[src/rtl/id_ex_stage_pkg.sv]
// Shared types and constants for the ID/EX pipeline stage.
// ALU operation codes, forwarding selects and default widths.
package id_ex_stage_pkg;

  localparam int DW_DEF = 32;
  localparam int RW_DEF = 5;

  typedef enum logic [3:0] {
    ALU_AND   = 4'b0000,
    ALU_OR    = 4'b0001,
    ALU_ADD   = 4'b0010,
    ALU_SUB   = 4'b0110,
    ALU_SLT   = 4'b0111,
    ALU_RTYPE = 4'b1111
  } alu_op_e;

  typedef enum logic [1:0] {
    FWD_REG = 2'b00,
    FWD_WB  = 2'b01,
    FWD_MEM = 2'b10
  } fwd_sel_e;

endpackage

[src/rtl/id_ex_stage_if.sv]
// Bundle between decode, the ID/EX register and the hazard sources.
// master drives ID/hazard inputs, slave is the stage itself.
interface id_ex_stage_if
  import id_ex_stage_pkg::*;
#(
  parameter int DW = DW_DEF,
  parameter int RW = RW_DEF
);

  logic          id_valid;
  logic [DW-1:0] id_read_data1;
  logic [DW-1:0] id_read_data2;
  logic [DW-1:0] id_sign_ext_imm;
  logic [5:0]    id_funct;
  logic [3:0]    id_alu_op;
  logic          id_alu_src;
  logic [RW-1:0] id_rs;
  logic [RW-1:0] id_rt;
  logic [RW-1:0] id_rd;
  logic          id_reg_dst;
  logic          id_reg_write;
  logic          id_mem_read;
  logic          id_mem_write;
  logic          id_mem_to_reg;

  logic          branch_flush;
  logic          mem_reg_write;
  logic [RW-1:0] mem_write_reg;
  logic          wb_reg_write;
  logic [RW-1:0] wb_write_reg;

  logic          ex_valid;
  logic [DW-1:0] ex_read_data1;
  logic [DW-1:0] ex_read_data2;
  logic [DW-1:0] ex_sign_ext_imm;
  logic [5:0]    ex_funct;
  logic [3:0]    ex_alu_op;
  logic          ex_alu_src;
  logic [RW-1:0] ex_rs;
  logic [RW-1:0] ex_rt;
  logic [RW-1:0] ex_write_reg;
  logic          ex_reg_write;
  logic          ex_mem_read;
  logic          ex_mem_write;
  logic          ex_mem_to_reg;

  logic [1:0]    ex_forward_a;
  logic [1:0]    ex_forward_b;
  logic          stall;

  modport master (
    output id_valid, id_read_data1, id_read_data2,
    output id_sign_ext_imm, id_funct, id_alu_op,
    output id_alu_src, id_rs, id_rt, id_rd,
    output id_reg_dst, id_reg_write, id_mem_read,
    output id_mem_write, id_mem_to_reg,
    output branch_flush, mem_reg_write,
    output mem_write_reg, wb_reg_write, wb_write_reg,
    input  ex_valid, ex_read_data1, ex_read_data2,
    input  ex_sign_ext_imm, ex_funct, ex_alu_op,
    input  ex_alu_src, ex_rs, ex_rt, ex_write_reg,
    input  ex_reg_write, ex_mem_read, ex_mem_write,
    input  ex_mem_to_reg,
    input  ex_forward_a, ex_forward_b, stall
  );

  modport slave (
    input  id_valid, id_read_data1, id_read_data2,
    input  id_sign_ext_imm, id_funct, id_alu_op,
    input  id_alu_src, id_rs, id_rt, id_rd,
    input  id_reg_dst, id_reg_write, id_mem_read,
    input  id_mem_write, id_mem_to_reg,
    input  branch_flush, mem_reg_write,
    input  mem_write_reg, wb_reg_write, wb_write_reg,
    output ex_valid, ex_read_data1, ex_read_data2,
    output ex_sign_ext_imm, ex_funct, ex_alu_op,
    output ex_alu_src, ex_rs, ex_rt, ex_write_reg,
    output ex_reg_write, ex_mem_read, ex_mem_write,
    output ex_mem_to_reg,
    output ex_forward_a, ex_forward_b, stall
  );

endinterface

[src/rtl/id_ex_stage_forwarding_unit.sv]
// Operand bypass select for the EX stage.
// MEM result beats WB data; register 0 is never bypassed.
module forwarding_unit
  import id_ex_stage_pkg::*;
#(
  parameter int RW = RW_DEF
) (
  input  logic          ex_valid_i,
  input  logic [RW-1:0] ex_rs_i,
  input  logic [RW-1:0] ex_rt_i,
  input  logic          mem_reg_write_i,
  input  logic [RW-1:0] mem_write_reg_i,
  input  logic          wb_reg_write_i,
  input  logic [RW-1:0] wb_write_reg_i,
  output fwd_sel_e      fwd_a_o,
  output fwd_sel_e      fwd_b_o
);

  logic mem_a, mem_b;
  logic wb_a, wb_b;
  logic mem_ok, wb_ok;

  assign mem_ok = mem_reg_write_i
                & (mem_write_reg_i != '0);
  assign wb_ok  = wb_reg_write_i
                & (wb_write_reg_i != '0);

  assign mem_a = mem_ok & (mem_write_reg_i == ex_rs_i);
  assign mem_b = mem_ok & (mem_write_reg_i == ex_rt_i);
  assign wb_a  = wb_ok & (wb_write_reg_i == ex_rs_i);
  assign wb_b  = wb_ok & (wb_write_reg_i == ex_rt_i);

  always_comb begin
    fwd_a_o = FWD_REG;
    if (ex_valid_i) begin
      if (mem_a)     fwd_a_o = FWD_MEM;
      else if (wb_a) fwd_a_o = FWD_WB;
    end
  end

  always_comb begin
    fwd_b_o = FWD_REG;
    if (ex_valid_i) begin
      if (mem_b)     fwd_b_o = FWD_MEM;
      else if (wb_b) fwd_b_o = FWD_WB;
    end
  end

endmodule

[src/rtl/id_ex_stage.sv]
// ID/EX pipeline register with load-use stall and flush bubble.
// Bypass selects come from the forwarding_unit sub-block.
module id_ex_stage
  import id_ex_stage_pkg::*;
#(
  parameter int DW = DW_DEF,
  parameter int RW = RW_DEF
) (
  input  logic         clk,
  input  logic         reset,
  id_ex_stage_if.slave bus
);

  typedef struct packed {
    logic          valid;
    logic [DW-1:0] rd1;
    logic [DW-1:0] rd2;
    logic [DW-1:0] imm;
    logic [5:0]    funct;
    logic [3:0]    alu_op;
    logic          alu_src;
    logic [RW-1:0] rs;
    logic [RW-1:0] rt;
    logic [RW-1:0] wr;
    logic          reg_write;
    logic          mem_read;
    logic          mem_write;
    logic          mem_to_reg;
  } id_ex_t;

  id_ex_t   ex_q, ex_d, cap;
  logic     lu, hit, bubble;
  fwd_sel_e fwd_a, fwd_b;

  assign hit = (ex_q.wr == bus.id_rs)
             | (ex_q.wr == bus.id_rt);

  assign lu = ex_q.valid & ex_q.mem_read
            & (ex_q.wr != '0) & hit
            & bus.id_valid;

  // A flush already inserts the bubble, so no stall.
  assign bus.stall = lu & ~bus.branch_flush & ~reset;
  assign bubble    = lu | bus.branch_flush;

  always_comb begin
    cap            = '0;
    cap.valid      = bus.id_valid;
    cap.rd1        = bus.id_read_data1;
    cap.rd2        = bus.id_read_data2;
    cap.imm        = bus.id_sign_ext_imm;
    cap.funct      = bus.id_funct;
    cap.alu_op     = bus.id_alu_op;
    cap.alu_src    = bus.id_alu_src;
    cap.rs         = bus.id_rs;
    cap.rt         = bus.id_rt;
    cap.wr         = bus.id_reg_dst ? bus.id_rd
                                    : bus.id_rt;
    cap.reg_write  = bus.id_reg_write;
    cap.mem_read   = bus.id_mem_read;
    cap.mem_write  = bus.id_mem_write;
    cap.mem_to_reg = bus.id_mem_to_reg;
  end

  always_comb begin
    ex_d = cap;
    if (bubble) ex_d = '0;
  end

  always_ff @(posedge clk or posedge reset) begin
    if (reset) ex_q <= '0;
    else       ex_q <= ex_d;
  end

  assign bus.ex_valid        = ex_q.valid;
  assign bus.ex_read_data1   = ex_q.rd1;
  assign bus.ex_read_data2   = ex_q.rd2;
  assign bus.ex_sign_ext_imm = ex_q.imm;
  assign bus.ex_funct        = ex_q.funct;
  assign bus.ex_alu_op       = ex_q.alu_op;
  assign bus.ex_alu_src      = ex_q.alu_src;
  assign bus.ex_rs           = ex_q.rs;
  assign bus.ex_rt           = ex_q.rt;
  assign bus.ex_write_reg    = ex_q.wr;
  assign bus.ex_reg_write    = ex_q.reg_write;
  assign bus.ex_mem_read     = ex_q.mem_read;
  assign bus.ex_mem_write    = ex_q.mem_write;
  assign bus.ex_mem_to_reg   = ex_q.mem_to_reg;

  forwarding_unit #(.RW(RW)) u_fwd (
    .ex_valid_i      (ex_q.valid & ~reset),
    .ex_rs_i         (ex_q.rs),
    .ex_rt_i         (ex_q.rt),
    .mem_reg_write_i (bus.mem_reg_write),
    .mem_write_reg_i (bus.mem_write_reg),
    .wb_reg_write_i  (bus.wb_reg_write),
    .wb_write_reg_i  (bus.wb_write_reg),
    .fwd_a_o         (fwd_a),
    .fwd_b_o         (fwd_b)
  );

  assign bus.ex_forward_a = fwd_a;
  assign bus.ex_forward_b = fwd_b;

endmodule

[src/flat_wrapper.sv]
// flat-port wrapper written by rule: the top's interface ports become plain ports
module id_ex_stage_flat import id_ex_stage_pkg::*;
#(
  parameter int DW = DW_DEF,
  parameter int RW = RW_DEF
)
  (clk, reset, bus_id_valid, bus_id_read_data1, bus_id_read_data2, bus_id_sign_ext_imm, bus_id_funct, bus_id_alu_op, bus_id_alu_src, bus_id_rs, bus_id_rt, bus_id_rd, bus_id_reg_dst, bus_id_reg_write, bus_id_mem_read, bus_id_mem_write, bus_id_mem_to_reg, bus_branch_flush, bus_mem_reg_write, bus_mem_write_reg, bus_wb_reg_write, bus_wb_write_reg, bus_ex_valid, bus_ex_read_data1, bus_ex_read_data2, bus_ex_sign_ext_imm, bus_ex_funct, bus_ex_alu_op, bus_ex_alu_src, bus_ex_rs, bus_ex_rt, bus_ex_write_reg, bus_ex_reg_write, bus_ex_mem_read, bus_ex_mem_write, bus_ex_mem_to_reg, bus_ex_forward_a, bus_ex_forward_b, bus_stall);
  id_ex_stage_if #(.DW(DW), .RW(RW)) bus_i ();
  input  logic clk;
  input  logic reset;
  input wire logic [$bits(bus_i.id_valid)-1:0] bus_id_valid;
  input wire logic [$bits(bus_i.id_read_data1)-1:0] bus_id_read_data1;
  input wire logic [$bits(bus_i.id_read_data2)-1:0] bus_id_read_data2;
  input wire logic [$bits(bus_i.id_sign_ext_imm)-1:0] bus_id_sign_ext_imm;
  input wire logic [$bits(bus_i.id_funct)-1:0] bus_id_funct;
  input wire logic [$bits(bus_i.id_alu_op)-1:0] bus_id_alu_op;
  input wire logic [$bits(bus_i.id_alu_src)-1:0] bus_id_alu_src;
  input wire logic [$bits(bus_i.id_rs)-1:0] bus_id_rs;
  input wire logic [$bits(bus_i.id_rt)-1:0] bus_id_rt;
  input wire logic [$bits(bus_i.id_rd)-1:0] bus_id_rd;
  input wire logic [$bits(bus_i.id_reg_dst)-1:0] bus_id_reg_dst;
  input wire logic [$bits(bus_i.id_reg_write)-1:0] bus_id_reg_write;
  input wire logic [$bits(bus_i.id_mem_read)-1:0] bus_id_mem_read;
  input wire logic [$bits(bus_i.id_mem_write)-1:0] bus_id_mem_write;
  input wire logic [$bits(bus_i.id_mem_to_reg)-1:0] bus_id_mem_to_reg;
  input wire logic [$bits(bus_i.branch_flush)-1:0] bus_branch_flush;
  input wire logic [$bits(bus_i.mem_reg_write)-1:0] bus_mem_reg_write;
  input wire logic [$bits(bus_i.mem_write_reg)-1:0] bus_mem_write_reg;
  input wire logic [$bits(bus_i.wb_reg_write)-1:0] bus_wb_reg_write;
  input wire logic [$bits(bus_i.wb_write_reg)-1:0] bus_wb_write_reg;
  output wire logic [$bits(bus_i.ex_valid)-1:0] bus_ex_valid;
  output wire logic [$bits(bus_i.ex_read_data1)-1:0] bus_ex_read_data1;
  output wire logic [$bits(bus_i.ex_read_data2)-1:0] bus_ex_read_data2;
  output wire logic [$bits(bus_i.ex_sign_ext_imm)-1:0] bus_ex_sign_ext_imm;
  output wire logic [$bits(bus_i.ex_funct)-1:0] bus_ex_funct;
  output wire logic [$bits(bus_i.ex_alu_op)-1:0] bus_ex_alu_op;
  output wire logic [$bits(bus_i.ex_alu_src)-1:0] bus_ex_alu_src;
  output wire logic [$bits(bus_i.ex_rs)-1:0] bus_ex_rs;
  output wire logic [$bits(bus_i.ex_rt)-1:0] bus_ex_rt;
  output wire logic [$bits(bus_i.ex_write_reg)-1:0] bus_ex_write_reg;
  output wire logic [$bits(bus_i.ex_reg_write)-1:0] bus_ex_reg_write;
  output wire logic [$bits(bus_i.ex_mem_read)-1:0] bus_ex_mem_read;
  output wire logic [$bits(bus_i.ex_mem_write)-1:0] bus_ex_mem_write;
  output wire logic [$bits(bus_i.ex_mem_to_reg)-1:0] bus_ex_mem_to_reg;
  output wire logic [$bits(bus_i.ex_forward_a)-1:0] bus_ex_forward_a;
  output wire logic [$bits(bus_i.ex_forward_b)-1:0] bus_ex_forward_b;
  output wire logic [$bits(bus_i.stall)-1:0] bus_stall;
  assign bus_i.id_valid = bus_id_valid;
  assign bus_i.id_read_data1 = bus_id_read_data1;
  assign bus_i.id_read_data2 = bus_id_read_data2;
  assign bus_i.id_sign_ext_imm = bus_id_sign_ext_imm;
  assign bus_i.id_funct = bus_id_funct;
  assign bus_i.id_alu_op = bus_id_alu_op;
  assign bus_i.id_alu_src = bus_id_alu_src;
  assign bus_i.id_rs = bus_id_rs;
  assign bus_i.id_rt = bus_id_rt;
  assign bus_i.id_rd = bus_id_rd;
  assign bus_i.id_reg_dst = bus_id_reg_dst;
  assign bus_i.id_reg_write = bus_id_reg_write;
  assign bus_i.id_mem_read = bus_id_mem_read;
  assign bus_i.id_mem_write = bus_id_mem_write;
  assign bus_i.id_mem_to_reg = bus_id_mem_to_reg;
  assign bus_i.branch_flush = bus_branch_flush;
  assign bus_i.mem_reg_write = bus_mem_reg_write;
  assign bus_i.mem_write_reg = bus_mem_write_reg;
  assign bus_i.wb_reg_write = bus_wb_reg_write;
  assign bus_i.wb_write_reg = bus_wb_write_reg;
  assign bus_ex_valid = bus_i.ex_valid;
  assign bus_ex_read_data1 = bus_i.ex_read_data1;
  assign bus_ex_read_data2 = bus_i.ex_read_data2;
  assign bus_ex_sign_ext_imm = bus_i.ex_sign_ext_imm;
  assign bus_ex_funct = bus_i.ex_funct;
  assign bus_ex_alu_op = bus_i.ex_alu_op;
  assign bus_ex_alu_src = bus_i.ex_alu_src;
  assign bus_ex_rs = bus_i.ex_rs;
  assign bus_ex_rt = bus_i.ex_rt;
  assign bus_ex_write_reg = bus_i.ex_write_reg;
  assign bus_ex_reg_write = bus_i.ex_reg_write;
  assign bus_ex_mem_read = bus_i.ex_mem_read;
  assign bus_ex_mem_write = bus_i.ex_mem_write;
  assign bus_ex_mem_to_reg = bus_i.ex_mem_to_reg;
  assign bus_ex_forward_a = bus_i.ex_forward_a;
  assign bus_ex_forward_b = bus_i.ex_forward_b;
  assign bus_stall = bus_i.stall;
  id_ex_stage #(.DW(DW), .RW(RW)) u_core (.clk(clk), .reset(reset), .bus(bus_i));
endmodule
[config.mk]
export PLATFORM = sky130hd
export DESIGN_NAME = id_ex_stage_flat
export DESIGN_NICKNAME = d
export VERILOG_FILES = /design/src/rtl/id_ex_stage_pkg.sv /design/src/rtl/id_ex_stage_if.sv /design/src/rtl/id_ex_stage_forwarding_unit.sv /design/src/rtl/id_ex_stage.sv /design/src/flat_wrapper.sv
export SDC_FILE = /design/constraint.sdc
export NUM_CORES = 1
export LEC_CHECK = 0
export ABC_AREA = 1
export CAP_MARGIN = 0
export CORE_AREA = 2 2 107 109
export DETAILED_ROUTE_END_ITERATION = 12
export DIE_AREA = 0 0 109 111
export DONT_BUFFER_PORTS = 1
export SYNTH_ARGS = -nofsm -noshare
export SYNTH_HDL_FRONTEND = slang
export SYNTH_SLANG_ARGS = --single-unit
[constraint.sdc]
create_clock -name clk -period 18.9 [get_ports clk]
set_input_delay 3.78 -clock clk [delete_from_list [all_inputs] [get_ports clk]]
set_output_delay 3.78 -clock clk [all_outputs]
set_load 0.005 [all_outputs]
==> results of run 1 <==
-- worst min-delay path: stages, from the launching register on --
cell     delay, ps
dfrtp_1        380
nand4_1        110
inv_1           70
nand2_2         90
nand2_4        250
nor2_1          70
-- worst max path at each step --
stage	endpoint	startpoint	cells past startpoint	slack, ps
2_1_floorplan	bus_ex_forward_a[0]	reset	6	7700
3_3_place_gp	bus_ex_forward_a[0]	reset	6	9870
3_5_place_dp	bus_ex_forward_a[0]	reset	6	9810
4_1_cts	bus_ex_forward_a[0]	reset	6	9800
5_1_grt	bus_ex_forward_a[0]	reset	6	9580
6_report	bus_ex_forward_a[0]	reset	6	9870
-- report_power, final --
part           total, mW  switching [mW]  internal (mW)
combinational     0.0317          0.0212         0.0106
sequential         0.297          0.0104          0.286
clock              0.305           0.122          0.183
total              0.633           0.153          0.480
-- cell type report --
class                           count  share of cell area [%]
Multi-Input combinational cell    227                    18.3
Clock inverter                     13                    2.39
Sequential cell                   127                    58.3
Tap cell                          143                    3.28
Inverter                          137                    9.48
Clock buffer                       19                    7.94
Timing Repair Buffer                2                   0.276
-- metal layers --
layer	track usage, %	wire (um)	vias up
li1	-	-	1422
met1	18.1	3720	1407
met2	29.3	5560	162
met3	10.3	1260	16
met4	7.01	144	2
met5	0	14	-
-- placed cells by master, fill, tap and decap left out --
cell / instances
buf_4: 2
inv_4: 1
nand4_1: 3
bufinv_16: 1
nand2_4: 1
nor2_1: 151
inv_1: 136
nand2_1: 32
clkbuf_16: 17
nand3b_1: 1
clkinvlp_4: 4
or2_2: 1
nand3_1: 7
a21oi_1: 6
dfrtp_1: 127
o21a_1: 1
nand2_2: 1
o21ai_0: 1
nor3_1: 2
xor2_1: 10
xnor2_1: 9
inv_6: 5
nor2b_1: 1
clkbuf_1: 2
clkinv_4: 3
-- metrics by stage --
step / hold slack (ps) / std cells
after global placement: 976 / 636
after floorplan: 843 / 505
after CTS: 1020 / 668
after global routing: 1080 / 668
final: 987 / 668
after detailed placement: 1020 / 636
-- cells by family after synthesis --
group           synth area share [%]
simple gates                    16.5
buf+inv                         12.5
flops                           66.6
xor+xnor                        3.49
compound gates                 0.891
==> summary.md, run 1 <==
| Metric | Value |
|---|---|
| Status | finished, final reports clean |
| Highest clock rate | 111 MHz |
| CTS Root Cell | clkbuf_16 |
| WP buf/inv | 1 |
| Worst EP required | 15120 ps |
| Setup crit end kind | output port |
| GP Congestion | 0.811 |
| Area share of the largest cell type after synthesis | 66.6% |
| Cell Chain, Critical Path | inv_4, nand2_1, nand3b_1, nor3_1, nand4_1, nor2_1 |
| Final hold violations | 0 |
| Hold wc startpoint | u_core.bus.ex_mem_read |
| Global route total overflow | 0 |
| Final ANT Viol Nets | 0 |
| # DRC | 0 |
| Starting DRC count in detailed routing | 172 |
| # diodes | 0 |
| Hold endpoint | u_core.bus.ex_read_data1[14] |
| Mapped Nets | 648 |
| Slew Limit Headroom | 35.4% |
| Post-cts sizing count | 0 |
| Top-count cell post-synth | nor2_1 |
| Fillers | 1045 |
| Final period util | 47.8% |
| Vias | 3009 |
| P&R area growth vs syn | 14.2% |
| Cell area after placement | 4890 um2 |
| Vias/cell | 4.50 |
| Hpwl dp | 7830 um |
| Vias in the first global route | 3078 |
| CP peak stage delay | 570 ps |
| Max FO, Critical Path | 70 |
| Final nets | 655 |
| Leading area contributor after synthesis | dfrtp_1 |
| Row count | 39 |
| DP Worst Slack | 9810 ps |
| Crit path launch type | input pin |
| Initial antenna violation count | 1 |
| Synth Cell Area | 4770 um2 |
| Fin Setup TNS | 0 ps |
| Setup CP Type | input pin to output port |
| Hold-critical path depth | 5 |
| Die area | 12100 um2 |
| Fin. max-slew vios | 0 |
| Hold/Removal Path Class | flop to flop |
| Clock latency on the worst-skew pair | 400 ps |
| Die Span Y | 111 um |
| Reg-to-Reg End | u_core.bus.ex_read_data1[2] |
| RSZ-0062 raised after global routing | no |
| CTS Buf Count | 17 |
| Synth warnings | 0 |
| Top delay family on crit path | simple AND/OR/NAND/NOR gates |
| H-tree depth | 4 |
| GRT Util Overall | 17.7% |
| Skew final | 10.2 ps |
| Core area | 11100 um2 |
| Post-layout util | 49.2% |
| Syn Inst Count | 505 |
| FF/Latch Area | 3180 um2 |
| WL final | 10700 um |
| P_leak | 3.12 nW |
| Initial core utilization | 43.1% |
| Largest net degree at the start of global routing | 100 |
| Synth Flop Type | dfrtp_1 |
| CTS max path bufs | 2 |
| CTS tree | yes |
| Total Power | 0.633 mW |
| First-pass GRT wire length | 15800 um |
| Crit path time final | 9030 ps |
| Final standard cell area without fillers | 5450 um2 |
| FF+latch count, synth | 127 |
| I/O Buffers | 0 |
| Slew @ Worst Pin | 969 ps |
| Multi-input logic area | 997 um2 |
| Top cells by area, synth | dfrtp_1 (67%), nor2_1 (12%), inv_1 (11%) |
| Final worst setup slack | 9870 ps |
| Worst r2r path cells | 10 |
| Start of the worst register-to-register path | u_core.bus.ex_write_reg[4] |
| Fraction of layout cells with a size suffix above 1 | 6.86% |
| Asr flop ratio synth | 100% |
| Pwr dens | 116 nW/um2 |
| Clock Pin Slew Worst Setup and Hold Paths | 60 ps |
| Post-synth top cells | nor2_1 (151), inv_1 (137), dfrtp_1 (127), nand2_1 (32), xor2_1 (10) |
| R2R Setup Slk | 16400 ps |
| Num ports | 275 |
| DR WL/cell | 16.0 um |
| Die W | 109 um |
| Slowest stage cell on the critical path | inv_4 |
| Worst VDD drop | 0.0537 mV |
| Clk sinks | 127 |
| Arrival time at the worst endpoint | 5250 ps |
| Post-CTS repair timing setup buffer count | 0 |
| Detailed Routing Iterations Pass 1 | 4 |
| Max-cap violations | 0 |
| Post-synthesis sequential area ratio | 66.6% |
| # setup viols final | 0 |
| Avg Cell Area, Syn | 9.45 um2 |
| EDFF count, synth | 0 |
| Unique cell type count in the Yosys netlist | 21 |
| Hold_buf cts | 0 |
(Power assumes the default switching activity.)
==> run 2: changes to the inputs <==
==> constraint.sdc (replaced) <==
create_clock -name clk -period 9.36 [get_ports clk]
set_input_delay 1.872 -clock clk [delete_from_list [all_inputs] [get_ports clk]]
set_output_delay 1.872 -clock clk [all_outputs]
set_load 0.005 [all_outputs]
==> results of run 2 <==
The final DEF is identical to that of run 1. Status: finished, final reports clean.
Among the figures that moved: setup slack after placement 9810 ps -> 4080 ps; setup slack after layout 9870 ps -> 4140 ps; register-to-register setup slack 16400 ps -> 6860 ps; total power 0.633 mW -> 1.28 mW; worst IR drop on VDD 0.0537 mV -> 0.108 mV
==> run 3: changes to the inputs <==
==> constraint.sdc (replaced) <==
create_clock -name clk -period 4.2 [get_ports clk]
set_input_delay 0.84 -clock clk [delete_from_list [all_inputs] [get_ports clk]]
set_output_delay 0.84 -clock clk [all_outputs]
set_load 0.005 [all_outputs]
==> run 3 against run 2 <==
Die area unchanged. Routed wire length increased by 2.3%. Global-route usage increased by 0.62 points. Largest power group unchanged. Worst setup slack got worse by 2400 ps. Sequential share of layout area decreased by 0.48 points. First-iteration DRC count unchanged. Flip-flop and latch count unchanged. Register-to-register slack got worse by 4800 ps. Clock power increased by 130%. Combinational power increased by 130%. Highest routed layer is now met4. Hold slack got worse by 450 ps. Final cell count increased by 0.15%.
==> summary.md, run 3 (synthesis results as in run 1) <==
| Metric | Value |
|---|---|
| Status | finished, final reports clean |
| Row count | 39 |
| Setup CP Type | input pin to output port |
| WP buf/inv | 1 |
| Routed met1 length | 3860 um |
| Post-CTS repair timing setup buffer count | 0 |
| Cell Chain, Critical Path | clkinvlp_4, nand2_1, nand3b_1, nor3_1, nand4_1, nor2_1 |
| CTS Root Cell | clkbuf_16 |
| GP Congestion | 0.816 |
| Worst EP required | 3360 ps |
| Global route total overflow | 0 |
| Arrival time at the worst endpoint | 1670 ps |
| P&R area growth vs syn | 15.1% |
| Hpwl dp | 8090 um |
| Hold_buf cts | 0 |
| Die Span Y | 111 um |
| Fin Setup TNS | 0 ps |
| WL final | 10900 um |
| Largest net degree at the start of global routing | 72 |
| Vias in the first global route | 3306 |
| CTS max path bufs | 2 |
| Critical Path Start | reset |
| # DRC | 0 |
| Reg-to-Reg End | u_core.bus.ex_read_data1[27] |
| WL met3 | 1190 um |
| Multi-input logic area | 997 um2 |
| Final nets | 656 |
| Top delay family on crit path | simple AND/OR/NAND/NOR gates |
| H-tree depth | 4 |
| Clock latency on the worst-skew pair | 400 ps |
| CTS tree | yes |
| GRT Util Overall | 18.3% |
| Pwr dens | 532 nW/um2 |
| Hold-critical path depth | 2 |
| Slowest stage cell on the critical path | nand3b_1 |
| Fillers | 1025 |
| I/O Buffers | 0 |
| Highest clock rate | 399 MHz |
| Fraction of layout cells with a size suffix above 1 | 7.03% |
| DR WL/cell | 16.3 um |
| Final hold violations | 0 |
| Hold/Removal Path Class | input pin to flop |
| Crit path time final | 2510 ps |
| Cell area after placement | 4910 um2 |
| Vias/cell | 4.51 |
| Num ports | 275 |
| Setup crit end kind | output port |
| # setup viols final | 0 |
| Worst VDD drop | 0.260 mV |
| Slew Limit Headroom | 43.7% |
| Max-cap violations | 0 |
| Initial core utilization | 43.1% |
| CP peak stage delay | 190 ps |
| Hold endpoint | u_core.bus.ex_read_data1[31] |
| P_leak | 3.13 nW |
| Final period util | 59.7% |
| Die W | 109 um |
| RSZ-0062 raised after global routing | no |
| Starting DRC count in detailed routing | 172 |
| Core area | 11100 um2 |
| CTS Buf Count | 17 |
| Commonest non-fill, non-tap cells in the layout | nor2_1 (151), inv_1 (136), dfrtp_1 (127) |
| Commonest non-fill, non-tap cell in the layout | nor2_1 |
| Hold wc startpoint | bus_id_read_data1[31] |
| Final standard cell area without fillers | 5490 um2 |
| Fin. max-slew vios | 0 |
| Slew @ Worst Pin | 844 ps |
| # diodes | 0 |
| Vias | 3020 |
| Met2 Routed Length | 5730 um |
| Skew final | 12.3 ps |
| Clock Pin Slew Worst Setup and Hold Paths | 60 ps |
| Crit path launch type | input pin |
| Die area | 12100 um2 |
| Final ANT Viol Nets | 0 |
| FF/Latch Area | 3180 um2 |
| R2R Setup Slk | 2080 ps |
| Post-cts sizing count | 0 |
| Start of the worst register-to-register path | u_core.bus.ex_write_reg[4] |
| Max FO, Critical Path | 4 |
| Clk sinks | 127 |
| Worst r2r path cells | 10 |
| Initial antenna violation count | 0 |
| Detailed Routing Iterations Pass 1 | 4 |
| First-pass GRT wire length | 16500 um |
| Max layer used | met4 |
run 3: changes by cell type in the layout (fill, tap and decap cells not counted), sizes merged:
cell      previous run  this run
buf                  2         3
bufinv               1         2
clkinv               3         2
clkinvlp             4         5
inv                142       141
run 3: final cells by class:
class                           instances  share of cell area (%)
Clock buffer                           19                    7.88
Clock inverter                         13                    2.80
Inverter                              137                    9.43
Multi-Input combinational cell        227                    18.2
Sequential cell                       127                    57.8
Tap cell                              143                    3.26
Timing Repair Buffer                    3                   0.638
run 3: metrics by stage:
step | worst slack [ps] | util, % | hold WS [ps] | std cells | total power [mW]
after global routing | 1590 | 49.6 | 521 | 669 | 3.04
after floorplan | 53.1 | - | 843 | 505 | 1.46
final | 1690 | 49.6 | 536 | 669 | 2.92
after detailed placement | 1720 | 44.3 | 949 | 637 | 1.51
after CTS | 1670 | 49.6 | 522 | 669 | 2.95
after global placement | 1770 | 44.3 | 947 | 637 | 1.50
run 3: power breakdown:
part,switching (mW),internal (mW)
sequential,0.0479,1.29
combinational,0.0960,0.0490
clock,0.553,0.887
run 3: how the worst max path moves through the flow:
stage	endpoint	cells after the start
2_1_floorplan	bus_ex_forward_a[0]	6
3_3_place_gp	u_core.bus.ex_read_data1[27]	10
3_5_place_dp	bus_ex_forward_a[0]	6
4_1_cts	bus_stall	8
5_1_grt	bus_stall	8
6_report	bus_ex_forward_a[0]	6
run 3: per-layer routing:
metal / vias up / track usage (%)
met2: 161 / 31.9
li1: 1422 / -
met3: 11 / 9.11
met5: - / 0
met1: 1426 / 18.7
met4: 0 / 6.41
